--- src/rtl/acc_param.sv ---
// acc_param: parameterised accumulator reducing a programmable-length run of
// unsigned samples by wrap sum, saturating sum, max or min, with a Done pulse.
module acc_param #(
  parameter int unsigned DATA_W = 8,
  parameter int unsigned ACC_W  = 12,
  parameter int unsigned LEN_W  = 4
) (
  input  logic              clk,
  input  logic              rst,
  input  logic              start,
  input  logic [1:0]        mode,
  input  logic [LEN_W-1:0]  len,
  input  logic              in_valid,
  input  logic [DATA_W-1:0] data_in,
  output logic              in_ready,
  output logic              busy,
  output logic              done,
  output logic [ACC_W-1:0]  acc_out,
  output logic              overflow
);

  localparam int unsigned SUM_W = ACC_W + 1;

  localparam logic [1:0] MODE_WRAP = 2'd0;
  localparam logic [1:0] MODE_SAT  = 2'd1;
  localparam logic [1:0] MODE_MAX  = 2'd2;
  localparam logic [1:0] MODE_MIN  = 2'd3;

  typedef enum logic [1:0] {
    S_IDLE  = 2'd0,
    S_ACCUM = 2'd1,
    S_DONE  = 2'd2
  } state_t;

  state_t             state_q, state_d;
  logic [1:0]         mode_q, mode_d;
  logic [LEN_W-1:0]   len_q, len_d;
  logic [LEN_W-1:0]   cnt_q, cnt_d;
  logic [ACC_W-1:0]   acc_q, acc_d;
  logic               ovf_q, ovf_d;
  logic               done_q, done_d;

  logic [SUM_W-1:0]   sum_w;
  logic [ACC_W-1:0]   data_ext;
  logic [LEN_W-1:0]   cnt_inc;
  logic               first;

  // Datapath helpers: widened sum for carry detection, zero-extended sample
  always_comb begin
    data_ext = ACC_W'(data_in);
    sum_w    = {1'b0, acc_q} + SUM_W'(data_in);
    cnt_inc  = cnt_q + LEN_W'(1);
    first    = (cnt_q == '0);
  end

  // Next-state and next-datapath decode
  always_comb begin
    state_d = state_q;
    mode_d  = mode_q;
    len_d   = len_q;
    cnt_d   = cnt_q;
    acc_d   = acc_q;
    ovf_d   = ovf_q;
    done_d  = 1'b0;

    if (state_q == S_ACCUM) begin
      // In ACCUM start is ignored; in_ready is implied by the state
      if (in_valid) begin
        cnt_d = cnt_inc;
        case (mode_q)
          MODE_WRAP: begin
            acc_d = sum_w[ACC_W-1:0];
            if (sum_w[ACC_W]) ovf_d = 1'b1;
          end
          MODE_SAT: begin
            if (sum_w[ACC_W]) begin
              acc_d = '1;
              ovf_d = 1'b1;
            end else begin
              acc_d = sum_w[ACC_W-1:0];
            end
          end
          MODE_MAX: acc_d = (first || (data_ext > acc_q)) ? data_ext : acc_q;
          MODE_MIN: acc_d = (first || (data_ext < acc_q)) ? data_ext : acc_q;
          default:  acc_d = acc_q;
        endcase
        if (cnt_inc == len_q) begin
          state_d = S_DONE;
          done_d  = 1'b1;
        end
      end
    end else if (start) begin
      // IDLE or DONE: begin a new run; an empty run finishes immediately
      mode_d = mode;
      len_d  = len;
      cnt_d  = '0;
      acc_d  = '0;
      ovf_d  = 1'b0;
      if (len == '0) begin
        state_d = S_DONE;
        done_d  = 1'b1;
      end else begin
        state_d = S_ACCUM;
      end
    end else begin
      state_d = S_IDLE;
    end
  end

  // State and datapath registers
  always_ff @(posedge clk or posedge rst) begin
    if (rst) begin
      state_q <= S_IDLE;
      mode_q  <= 2'd0;
      len_q   <= '0;
      cnt_q   <= '0;
      acc_q   <= '0;
      ovf_q   <= 1'b0;
      done_q  <= 1'b0;
    end else begin
      state_q <= state_d;
      mode_q  <= mode_d;
      len_q   <= len_d;
      cnt_q   <= cnt_d;
      acc_q   <= acc_d;
      ovf_q   <= ovf_d;
      done_q  <= done_d;
    end
  end

  // Output mapping: handshake/busy decode from state, the rest are registers
  always_comb begin
    in_ready = (state_q == S_ACCUM);
    busy     = (state_q == S_ACCUM);
    done     = done_q;
    acc_out  = acc_q;
    overflow = ovf_q;
  end

endmodule

--- config.mk ---
export PLATFORM = sky130hd
export DESIGN_NAME = acc_param
export DESIGN_NICKNAME = d
export VERILOG_FILES = /design/src/rtl/acc_param.sv
export SDC_FILE = /design/constraint.sdc
export NUM_CORES = 1
export LEC_CHECK = 0
export CAP_MARGIN = 20
export CORE_ASPECT_RATIO = 0.6
export CORE_MARGIN = 2
export CORE_UTILIZATION = 53
export CTS_CLUSTER_DIAMETER = 150
export DETAILED_ROUTE_END_ITERATION = 10
export PLACE_DENSITY = 0.8
export REMOVE_ABC_BUFFERS = 1
export SLEW_MARGIN = 20
export SYNTH_ARGS = -nofsm -noshare
export SYNTH_HDL_FRONTEND = slang
export SYNTH_SLANG_ARGS = --single-unit
--- constraint.sdc ---
create_clock -name clk -period 3.4 [get_ports clk]
set_clock_uncertainty 0.15 [all_clocks]
set_input_delay 0.68 -clock clk [delete_from_list [all_inputs] [get_ports clk]]
set_output_delay 0.68 -clock clk [all_outputs]
set_load 0.05 [all_outputs]
# --- Word-level counts from Yosys, hierarchy flattened ---
# Index checks and enable logic that the tools add are counted.
totals:
  regBits: 26
  in_bits: 18
  out_inout_bits: 16
  word_cells: 60
op_classes:
  add_sub_neg: 2
  magnitude_cmp: 2
  n_eq_ne: 11
  muxes: 25
  bitwise: 1
  reduce_logical: 12
ops:
  columns: ["op", "count"]
  rows:
  - ["two-way mux 12 bit", 6]
  - ["one-hot mux 12 bit (4 select lines)", 1]
  - ["adder 12 x 8 -> 13 bit", 1]
  - ["greater-than comparator 8 x 12 -> 1 bit", 1]
  - ["< comparator 8 x 12 -> 1 bit", 1]
  - ["two-way mux 4 bit", 3]
  - ["two-way mux 1 bit", 10]
  - ["two-way mux 2 bit", 5]
  - ["logical NOT 4 bit", 2]
  - ["AND reduction 4 bit", 2]
  - ["!= test 3 bit, second input constant", 2]
  - ["AND reduction 2 bit", 3]
  - ["adder 4 x 1 -> 4 bit, second input constant", 1]
  - ["== test 2 x 1 -> 1 bit, second input constant", 2]
  - ["== test 2 bit, second input constant", 2]
  - ["== test 4 bit", 1]
  - ["!= test 2 x 1 -> 1 bit, second input constant", 2]
  - ["!= test 2 bit, second input constant", 2]
  - ["logical NOT 2 bit", 1]
  - ["logical OR 1 bit", 2]
  - ["nonzero test 2 bit", 1]
  - ["OR reduction 2 bit", 1]
  - ["inverter 1 bit", 1]

# --- Depth between registers and ports, before layout ---
logic_depth:
  ltp_word: 6
  ltp_mapped: 10
  mapped_depth_nobuf: 9

# --- Least setup slack after synthesis ---
# Ideal clock, no wire load.
synth_timing:
  kind: "in2reg"
  from: "in data_in[0]"
  to: "reg acc_q[0], in the netlist acc_out[0]"
  setup_ps: 128
  arrival_time_ps: 2785
  required_time_ps: 3122
  slack_ps: 338
  path_stages: 8
  path_buffers: 0
  path_cell_list: "ha_1 fa_1 nor2b_1 o311ai_0 a211oi_2 a41oi_2 a221oi_1 mux2_1"
synth_between:
  elab_chain_len: 5
  word_cells_on_any_way: 14
  classes_between: "add/sub: 1; order compare: 2; eq/ne: 2; mux: 6; reduce/logical: 3"
synth_rtl:
  columns: ["item", "line", "rtl"]
  rows:
  - ["from (decl)", "14", "input logic [DATA_W-1:0] data_in,"]
  - ["adder 12 x 8 -> 13 bit", "51", "sum_w = {1'b0, acc_q} + SUM_W'(data_in);"]
  - ["two-way mux 12 bit", "76", "if (sum_w[ACC_W]) begin"]
  - ["one-hot mux 12 bit (4 select lines)", "70", "case (mode_q)"]
  - ["two-way mux 12 bit", "68", "if (in_valid) begin"]
  - ["two-way mux 12 bit", "66", "if (state_q == S_ACCUM) begin"]
  - ["to (signal assigned)", "117", "acc_q <= '0;"]
  - ["to (signal assigned)", "125", "acc_q <= acc_d;"]
  - ["to (decl)", "39", "logic [ACC_W-1:0] acc_q, acc_d;"]
# Several ways; a longest one is shown, not always the timed one. The select of a mux whose other input is x is not followed.
# A chain may end at the register's enable or synchronous reset.

# --- Worst setup path in the final report ---
layout_timing:
  from: "in data_in[0]"
  to: "reg acc_q[1], in the netlist acc_out[1]"
# Same word-level chain as after synthesis.

==> run_results.csv <==
group,metric,value,unit
run_status,outcome,"complete, no violations",
synthesis,synth_edf_count,0,
sta,tightest_slew,544.5,ps
synthesis,syn-mean-instance-area,8.990,sq um
sta,max_slew_margin,63.70,%
sta,timing.final.crit_share,92.84,%
critical_path,cp_max_fo,7,
sta,clock.fmax,0.3168,GHz
clocking,clk_path_buf_depth,2,
pwr,peakVddDrop,0.0005982,V
floorplanning,start_util,57.40,%
drt,wl_met2,1.840,mm
global_routing,grt_usage,25.41,%
global_routing,grt_antenna_before_repair,0,
sta,setup_viol,0,
critical_path,path_class,"in2reg",
floorplanning,rows,16,
layout,area_delta_synth_final,28.35,%
clocking,cts_hold_buf,0,
synthesis,ys.flop_type,"dfrtp_1",
clocking,htreeDepth,1,
clocking,clock_latency,280,ps
clocking,cts_tree,"built",
sta,maxSlewViolCount,0,
global_routing,grt_pass1_vias,1645,
drt,ant_nets,0,
drt,wl_met1,2.280,mm
synthesis,synthCells,216,
synthesis,ys_seq_elements,26,
global_routing,grt_pass1_wl,7.935,mm
placement,io_buffers,33,
flow_run,cap_violations,0,
drt,wl_met3,513,um
placement,hpwl,3.589,mm
synthesis,synth_warnings,0,
layout,n_antenna_cell,0,
critical_path,cp.arrival,3170,ps
floorplanning,core_area,3383,sq um
drt,drtIter0Drc,202,
critical_path,worstPathRequired,3410,ps
drt,drc,0,
pwr,total_power,2.696,mW
layout,finalNetCount,301,
clocking,cts_setup_buffers,0,
drt,drt_pass1_iterations,6,
worst_hold_path,hp-class,"reg2reg",
global_routing,overflow,0,
synthesis,yosysSeqAreaShare,33.51,%
drt,vias_per_cell,5.643,
critical_path,endpoint_kind,"flop",
synthesis,netlist_top_cells_count,"dfrtp_1 (26), inv_1 (24), ha_1 (18), nand2_1 (18), a21oi_1 (17)",
critical_path,worstSetupStartpointType,"input port",
pwr,power_density,1082,nW/um^2
layout,fillers,253,
synthesis,synth_area_leaders,"dfrtp_1 (34%), ha_1 (12%), inv_1 (4.6%)",
placement,post-place-ws,-28.97,ps
synthesis,async_flop_share,100.0,%
sta,fin_crit,3157,ps
floorplanning,fp.dieW,82.15,um
drt,avgRoutedWirePerCell,15.21,um
drt,highest_layer,"met4",
clocking,clk_pin_slew_worst_paths,90,ps
clocking,cts_resized,0,
layout,drive_above_1_share,12.17,%
pwr,p_leak,1.150,nW
synthesis,synth_top_area_share,33.51,%
sta,rsz0062_at_grt,"false",
synthesis,syn_area,1942,sq um
clocking,cts_root_buffer,"clkbuf_8",
synthesis,synthMostInstantiatedCell,"dfrtp_1",
sta,setup_slack,243.3,ps
sta,hold_slack,355.1,ps
drt,vias,1738,
clocking,cts-buffers-inserted,3,
drt,routed_wl,4.684,mm
floorplanning,io_pins,34,
sta,finalHoldViolations,0,
clocking,cts.sinks,26,
synthesis,yosysTopAreaCell,"dfrtp_1",
synthesis,ys_types,46,
floorplanning,dieHeight,50.89,um
sta,finalSetupTns,0,ps
placement,gp_congestion,0.8924,
floorplanning,die_area,4180,sq um
global_routing,grt_max_degree,27,
## through the flow
step	utilization [%]	instances	cell area [sq um]
2_1_floorplan	-	208	1899
4_1_cts	73.67	308	2492
6_report	73.67	308	2492
5_1_grt	73.67	308	2492
3_5_place_dp	71.56	304	2421
3_3_place_gp	71.56	304	2421
## report_power, final
part           internal, mW  switching, mW  leakage, nW  total (mW)
sequential            0.446          0.168        0.324       0.615
clock                 0.158          0.102       0.0357       0.260
combinational         0.776           1.05        0.790        1.82
total                  1.38           1.32         1.15        2.70
## worst max-delay path, stage by stage
cell             delay, ps
clkdlybuf4s50_1        420
ha_1                   230
fa_1                   390
nor2b_1                170
o311ai_0               310
buf_4                  190
a211oi_2                70
a41oi_2                220
buf_4                  190
a221oi_1               100
nand2_1                110
o21ai_0                 90
## sequential cells by signal, indices dropped and copies added (netlist names)
| signal | cells |
|---|---|
| acc_out | 12 |
| cnt_q | 4 |
| done | 1 |
| len_q | 4 |
| mode_q | 2 |
| overflow | 1 |
| state_q | 2 |
## cell type report
type,count,area [sq um],share of cell area [%]
flip-flops and latches,26,650.6,26.10
clock buffers,3,41.29,1.657
inverters,24,90.09,3.614
clock inverters,1,30.03,1.205
well taps,45,56.30,2.259
multi-input cells,158,1159,46.49
repair buffers,51,465.4,18.67
## logic make-up (layout without fill, tap and decap cells)
group | Yosys count | after routing | synth area share (%)
xor gates and xnor gates | 12 | 12 | 5.412
AOI/OAI and AO/OA | 60 | 60 | 22.42
adders and majority gates | 19 | 19 | 12.63
and+or+nand+nor | 58 | 58 | 14.11
DFF | 26 | 26 | 33.50
muxes | 9 | 9 | 5.090
buffers and inverters | 32 | 79 | 6.830
## routing by layer
layer / GRT usage [%] / up-vias
li1: - / 866
met1: 40.47 / 770
met2: 34.69 / 97
met3: 4.947 / 5
met4: 6.389 / 0
met5: 0 / -
## placed cells by master, fill, tap and decap left out, drive strengths merged, types with 2 or more instances in the layout
cell type	n
nand2	18
a221o	2
nand4	3
o22ai	2
a21oi	17
clkbuf	3
ha	18
buf	18
clkdlybuf4s50	33
xnor2	10
mux2i	2
mux2	7
or4	2
xor2	2
a2111oi	2
inv	24
nand2b	6
a31oi	2
a221oi	6
a211o	3
a41o	2
a41oi	2
nor2	16
nor2b	5
o31ai	2
nand3	5
dfrtp	26
o21ai	10
o311ai	2
## worst paths after layout
path,startpoint,endpoint,slack [ps],cells past startpoint
worst max-delay path,data_in[0],acc_out[1],240,12
worst min-delay path,overflow,overflow,360,1
worst min register to register,overflow,overflow,360,1
worst max register to register,acc_out[0],acc_out[1],650,11
min in group asynchronous,rst,overflow,590,3
max in group asynchronous,rst,cnt_q[3],2270,3
(Power assumes the default switching activity.)
